**config.mk**
```make
export PLATFORM = sky130hd
export DESIGN_NAME = pipe_scoreboard
export DESIGN_NICKNAME = d
export VERILOG_FILES = /design/src/rtl/pipe_scoreboard.sv
export SDC_FILE = /design/constraint.sdc
export NUM_CORES = 1
export LEC_CHECK = 0
export CAP_MARGIN = 40
export CORE_MARGIN = 5
export CORE_UTILIZATION = 45
export DETAILED_ROUTE_END_ITERATION = 8
export GPL_TIMING_DRIVEN = 0
export PLACE_DENSITY = 0.68
export SYNTH_ARGS = -nofsm -noshare
export SYNTH_HDL_FRONTEND = slang
export SYNTH_SLANG_ARGS = --single-unit
```
**constraint.sdc**
```tcl
create_clock -name clk -period 3.4 [get_ports clk]
set_input_delay 0.68 -clock clk [delete_from_list [all_inputs] [get_ports clk]]
set_output_delay 0.68 -clock clk [all_outputs]
set_load 0.01 [all_outputs]
```
**src/rtl/pipe_scoreboard.sv**
```systemverilog
// rtl/pipe_scoreboard.sv - per-register latency scoreboard and RAW issue-stall generator at ID/EX
module pipe_scoreboard #(
  parameter int REG_COUNT = 32,
  parameter int REG_AW    = 5,
  parameter int MAX_LAT   = 4,
  parameter int LAT_W     = 3,
  parameter int CNT_W     = 16
) (
  input  logic                 clk,
  input  logic                 reset,
  input  logic                 issue_valid,
  input  logic [REG_AW-1:0]    issue_rs,
  input  logic [REG_AW-1:0]    issue_rt,
  input  logic                 uses_rs,
  input  logic                 uses_rt,
  input  logic [REG_AW-1:0]    issue_rd,
  input  logic                 rd_we,
  input  logic [LAT_W-1:0]     issue_lat,
  input  logic                 hold,
  input  logic                 flush,
  output logic                 issue_fire,
  output logic                 stall,
  output logic [REG_COUNT-1:0] pending_mask,
  output logic                 busy,
  output logic [CNT_W-1:0]     stall_cycles
);

  localparam int CW = (MAX_LAT > 1) ? $clog2(MAX_LAT) : 1;
  localparam logic [LAT_W-1:0] MAX_LAT_V = LAT_W'(MAX_LAT);

  logic [CW-1:0]        cnt_q [REG_COUNT];
  logic [CW-1:0]        cnt_d [REG_COUNT];
  logic [CNT_W-1:0]     stall_cycles_q, stall_cycles_d;
  logic [REG_COUNT-1:0] nz;
  logic                 rs_hit, rt_hit;
  logic                 do_write;
  logic [CW-1:0]        init_val;

  always_comb begin
    for (int r = 0; r < REG_COUNT; r++) begin
      nz[r] = (cnt_q[r] != '0);
    end
  end

  // Register 0 is skipped so it can never raise a hazard.
  always_comb begin
    rs_hit = 1'b0;
    rt_hit = 1'b0;
    for (int r = 1; r < REG_COUNT; r++) begin
      if (issue_rs == REG_AW'(r) && nz[r]) rs_hit = 1'b1;
      if (issue_rt == REG_AW'(r) && nz[r]) rt_hit = 1'b1;
    end
  end

  assign stall      = issue_valid & ~flush & ((uses_rs & rs_hit) | (uses_rt & rt_hit));
  assign issue_fire = issue_valid & ~flush & ~hold & ~stall;
  assign do_write   = issue_fire & rd_we & (issue_rd != '0);

  // Out-of-range latencies are treated as the slowest unit.
  always_comb begin
    if (issue_lat == '0 || issue_lat > MAX_LAT_V) begin
      init_val = CW'(MAX_LAT - 1);
    end else begin
      init_val = CW'(issue_lat - LAT_W'(1));
    end
  end

  // Newest writer overrides the decrement of its entry.
  always_comb begin
    for (int r = 0; r < REG_COUNT; r++) begin
      cnt_d[r] = cnt_q[r];
      if (!hold) begin
        if (nz[r]) cnt_d[r] = cnt_q[r] - CW'(1);
        if (do_write && issue_rd == REG_AW'(r)) cnt_d[r] = init_val;
      end
    end
  end

  always_comb begin
    stall_cycles_d = stall_cycles_q;
    if (stall && stall_cycles_q != '1) stall_cycles_d = stall_cycles_q + CNT_W'(1);
  end

  always_ff @(posedge clk) begin
    if (reset) begin
      for (int r = 0; r < REG_COUNT; r++) cnt_q[r] <= '0;
      stall_cycles_q <= '0;
    end else begin
      for (int r = 0; r < REG_COUNT; r++) cnt_q[r] <= cnt_d[r];
      stall_cycles_q <= stall_cycles_d;
    end
  end

  assign pending_mask = nz;
  assign busy         = |nz;
  assign stall_cycles = stall_cycles_q;

endmodule

```
* Word-level counts from Yosys, hierarchy flattened
Memory sizes are Yosys's and may differ from the RTL's.
Index checks and enable logic that the tools add are counted.
Widths: inputs -> output; s select.
** Operators by class
- Add/subtract/negate cells :: 34
- Order comparisons :: 1
- Equal/unequal tests :: 94
- Mux-type cells :: 194
- Bitwise logic cells :: 44
- Reduce and logical (&&, ||, !) cells :: 132
** Operators with widths (count)
- $mux 2 :: 129
- $eq 5x5->1 const B :: 48
- $eq 5x4->1 const B :: 24
- $logic_and 1x1->1 :: 95
- $sub 2x1->2 const B :: 33
- $mux 1 :: 65
- $reduce_bool 2->1 :: 32
- $eq 5x3->1 const B :: 12
- $or 1x1->1 :: 33
- $reduce_or 32->1 :: 1
- $eq 5x2->1 const B :: 6
- $add 16x1->16 const B :: 1
- $ne 16x16->1 const B :: 1
- $eq 5x1->1 const B :: 3
- $and 1x1->1 :: 8
- $logic_not 5->1 :: 1
- $reduce_bool 5->1 :: 1
- $gt 3x3->1 const B :: 1
- $logic_not 3->1 :: 1
- $not 1->1 :: 3
- $logic_or 1x1->1 :: 1
** Word-level totals
- Register bits :: 16
- Memory bits (writable) :: 64
- Input bits :: 26
- Output and inout port bits :: 51
- Word-level logic and storage cells :: 501
- Memories kept :: 1
** Memory list
- cnt_q :: words 32, width 2, rd ports 32, clocked after memory_dff 0, wr ports 32, RTL line 31 : logic [CW-1:0] cnt_q [REG_COUNT];

* Logic depth before layout (Yosys ltp)
- Word-level depth :: 44
- Gate-level depth with buffers :: 13
- Gate-level depth less buffers :: 10

* Worst setup path after synthesis
No wires, ideal clock.
- Kind :: input-to-output
- Start point :: input issue_rs[1]
- End point :: output stall
- Arrival :: 2.475 ns
- Required time :: 2.720 ns
- Setup slack :: 0.245 ns
- Stages :: 10
- Buffers on the path :: 4
- Cells stage by stage :: buf_2 > mux2_2 > o22ai_1 > and3b_1 > a211oi_2 > o211ai_4 > buf_6 > buf_6 > buf_2 > and2_1
** On the way
- Cells in the longest elaborated chain, start to end :: 36
- Elaborated cells on any way between the ends :: 96
- Classes of those cells :: eq/ne (31); mux (31); bitwise (3); reduce/logical (31)
** RTL lines
- from (decl) :: RTL line 12 : input logic [REG_AW-1:0] issue_rs,
- $eq 5x1->1 :: RTL line 50 : if (issue_rs == REG_AW'(r) && nz[r]) rs_hit = 1'b1;
- $logic_and 1x1->1 :: RTL line 50
- $mux 1 (30 in a row) :: RTL line 50
- $mux 1 (*) :: RTL line 50
- $and 1x1->1 (*) :: RTL line 55 : assign stall = issue_valid & ~flush & ((uses_rs & rs_hit) | (uses_rt & rt_hit));
- $or 1x1->1 (*) :: RTL line 55
- $and 1x1->1 (*) :: RTL line 55
- to (decl) :: RTL line 22 : output logic stall,
Mark *: on every way between the ends. The rest lies on a longest branch, timed or not.

==> impl_metrics.toml <==
[synth]
synth_flop_cell = "dfxtp_1"
async_flop_share_pct = 0
ys_seq_elements = 80
syn-num-nets = 803
yosysTopAreaCell = "dfxtp_1"
synth_cell_types = 57
synth_area_um2 = 5870
synthCells = 743
synth_edf_count = 0
postSynthAreaPerCell_um2 = 7.90
synthDominantCellAreaShare_pct = 27.3
ys_top_cells_by_area = "dfxtp_1 27%, a21oi_1 11%, mux2i_1 11%"
ys_seq_area_share_pct = 27.3
yosys_warnings = 0

[drt]
drc_errors = 0
wire_per_inst_um = 19.4
viasPerCell = 5.86
dr.first_iter.drc_count = 578
drt_pass1_iterations = 7
vias = 5897
routed_wl_um = 19500
drtAntennaViolNets = 0

[cts]
clk_latency_ns = 0.35
cts.clk_slew.worst_paths_ns = 0.06
root_buffer = "clkbuf_16"
clock_path_buffers = 2
cts_tree = "yes"
cts_inserted_buffers = 9
clock-sinks = 80
htree_levels = 3

[global_route]
grt_pass1_wl_um = 30500
grt_usage_pct = 25.7
grt_pass1_vias = 5941
antenna_found_initial = 0
grt_max_degree = 15
gr-total-overflow = 0

[timing]
slew_viol_final = 0
clock_skew_ns = 0.00488
setup-violations-final = 0
hold_viol_final = 0
finalCritPeriodShare_pct = 95.1
relSlewSlack_pct = 51.4
layout_setup_ws_ns = 0.165
fmax_ghz = 0.309
rsz0062_at_grt = "no"
worst_pin_slew_ns = 0.729
finalCriticalPeriod_ns = 3.23
hold_ws_ns = 0.458

[worst_setup_path]
crit_path_top_delay_cell = "mux4_2"
critPathLaunchType = "register"
reg2reg_slack_ns = 0.31
max_stage_delay_ns = 0.47
critPathCaptureType = "primary output"
worstPathRequired_ns = 2.72
crit_buf_inv = 3
worstSetupPathType = "reg2out"
crit_arrival_ns = 2.55
worstPathCellList = "inv_1 > ha_2 > mux4_2 > o22ai_1 > and3b_1 > a211oi_2 > o211ai_4 > buf_12 > and2_1 > clkbuf_2"
critical-path-top-delay-family = "compound AO/OA/AOI/OAI gates"
critPathMaxFanout = 6

[run]
max-cap-violations = 0

[die]
rows = 41
design.core.area_um2 = 12700
pin_count = 77
fp.dieW_um = 124
start_util_pct = 46.1
die_y_um = 124
die_area_um2 = 15400

[final_layout]
fin_util_pct = 57.7
design_area_um2 = 7350
syn_to_final_growth_pct = 25.2
layout_commonest_cell = "a21oi_1"
finalNetCount = 890
antennaDiodeCount = 0
most-common-layout-cells = "126 x a21oi_1, 102 x inv_1, 80 x dfxtp_1"
fillers = 1215
drive_above_1_share_pct = 10.8
stdcell_count = 1007

[power_and_ir_drop]
power_density_nw_per_um2 = 419
leakage_nw = 3.10
vdd_drop_max_mv = 0.241

[placement]
place_area_um2 = 6800
io_buffers = 72
place_hpwl_um = 14500
placedCellCount = 987
place_ws_ns = -1.12
place.gp.congestion = 0.931

[run_status]
status = "finished clean"

[worst_hold_path]
hold_path_class = "reg2reg"
[per-stage QoR]
step	TNS, ns	power, mW
floorplan	0	1.54
global placement	-7.20	1.84
detailed placement	-7.37	1.87
CTS	0	3.07
global route	0	3.21
finish	0	3.08
[logic make-up (layout without fill, tap and decap cells)]
family	count (synthesis)	count (layout)	synth area share (%)
AND/OR/NAND/NOR	206	206	20.9
XOR/XNOR	15	15	2.24
adder cells (fa/ha/maj)	34	34	7.25
multiplexers	68	68	12.1
buffers and inverters	142	234	9.79
flip-flops	80	80	27.3
AO/OA/AOI/OAI	198	198	20.4
[worst min-delay path, stage by stage (launching register included)]
cell and delay (ns):
dfxtp_1 0.29, inv_1 0.06, a21oi_1 0.05
[synthesized netlist by cell type, drive strengths merged (2+ instances only)]
library cell	instances
nor2	59
o22ai	2
o21ai	8
nor4	3
nor3b	14
or3	17
a21oi	126
and3	4
o211ai	2
mux2	4
inv	103
ha	34
nor3	22
o31ai	3
a211oi	5
nand3b	3
o21a	2
xor2	13
dfxtp	80
mux2i	62
nor2b	8
clkbuf	23
nand4	19
nor4bb	2
o21bai	15
mux4	2
o2111ai	5
nor4b	3
a21o	15
or4	2
a31oi	3
nand3	16
nand2b	5
a221oi	8
xnor2	2
buf	16
nand2	25
[cell type report]
type,count,area [µm²],area share [%]
Timing Repair Buffer,78,761,10.4
Clock inverter,5,103,1.40
Buffer,37,219,2.98
Inverter,103,387,5.26
Sequential cell,80,1600,21.8
Multi-Input combinational cell,521,3810,51.8
Clock buffer,11,253,3.44
Tap cell,172,215,2.93
[final timing paths]
| kind | from | to | cells past startpoint |
|---|---|---|---|
| min reg2reg | cnt_q[1][29] | cnt_q[1][29] | 2 |
| min | cnt_q[1][29] | cnt_q[1][29] | 2 |
| max reg2reg | cnt_q[1][24] | cnt_q[1][12] | 13 |
| max | cnt_q[1][4] | stall | 10 |
[where the power goes]
part           internal (mW)  switching (mW)
clock network          0.756           0.409
logic                  0.376           0.516
registers              0.997          0.0251
total                   2.13           0.950
[flip-flops by register name, indices dropped and copies added (netlist names)]
signal	flops
cnt_q	64
stall_cycles	16
[layer usage]
layer  up-vias  routed length, µm  GRT usage [%]
met1      2854               8260           31.0
li1       2793                  -              -
met4         0                429           8.83
met2       211               9520           44.7
met3        39               1330           5.99
met5         -                  0              0
[repair_timing]
action | CTS | global route
setup endpoints to repair | 2 | 2
pin swaps | 5 | 4
buffers inserted | 4 | 0
resized for setup | 40 | 20
cloned | 3 | 0
hold buffers | 0 | 0
Note: power is estimated with default switching activity, not from simulation.
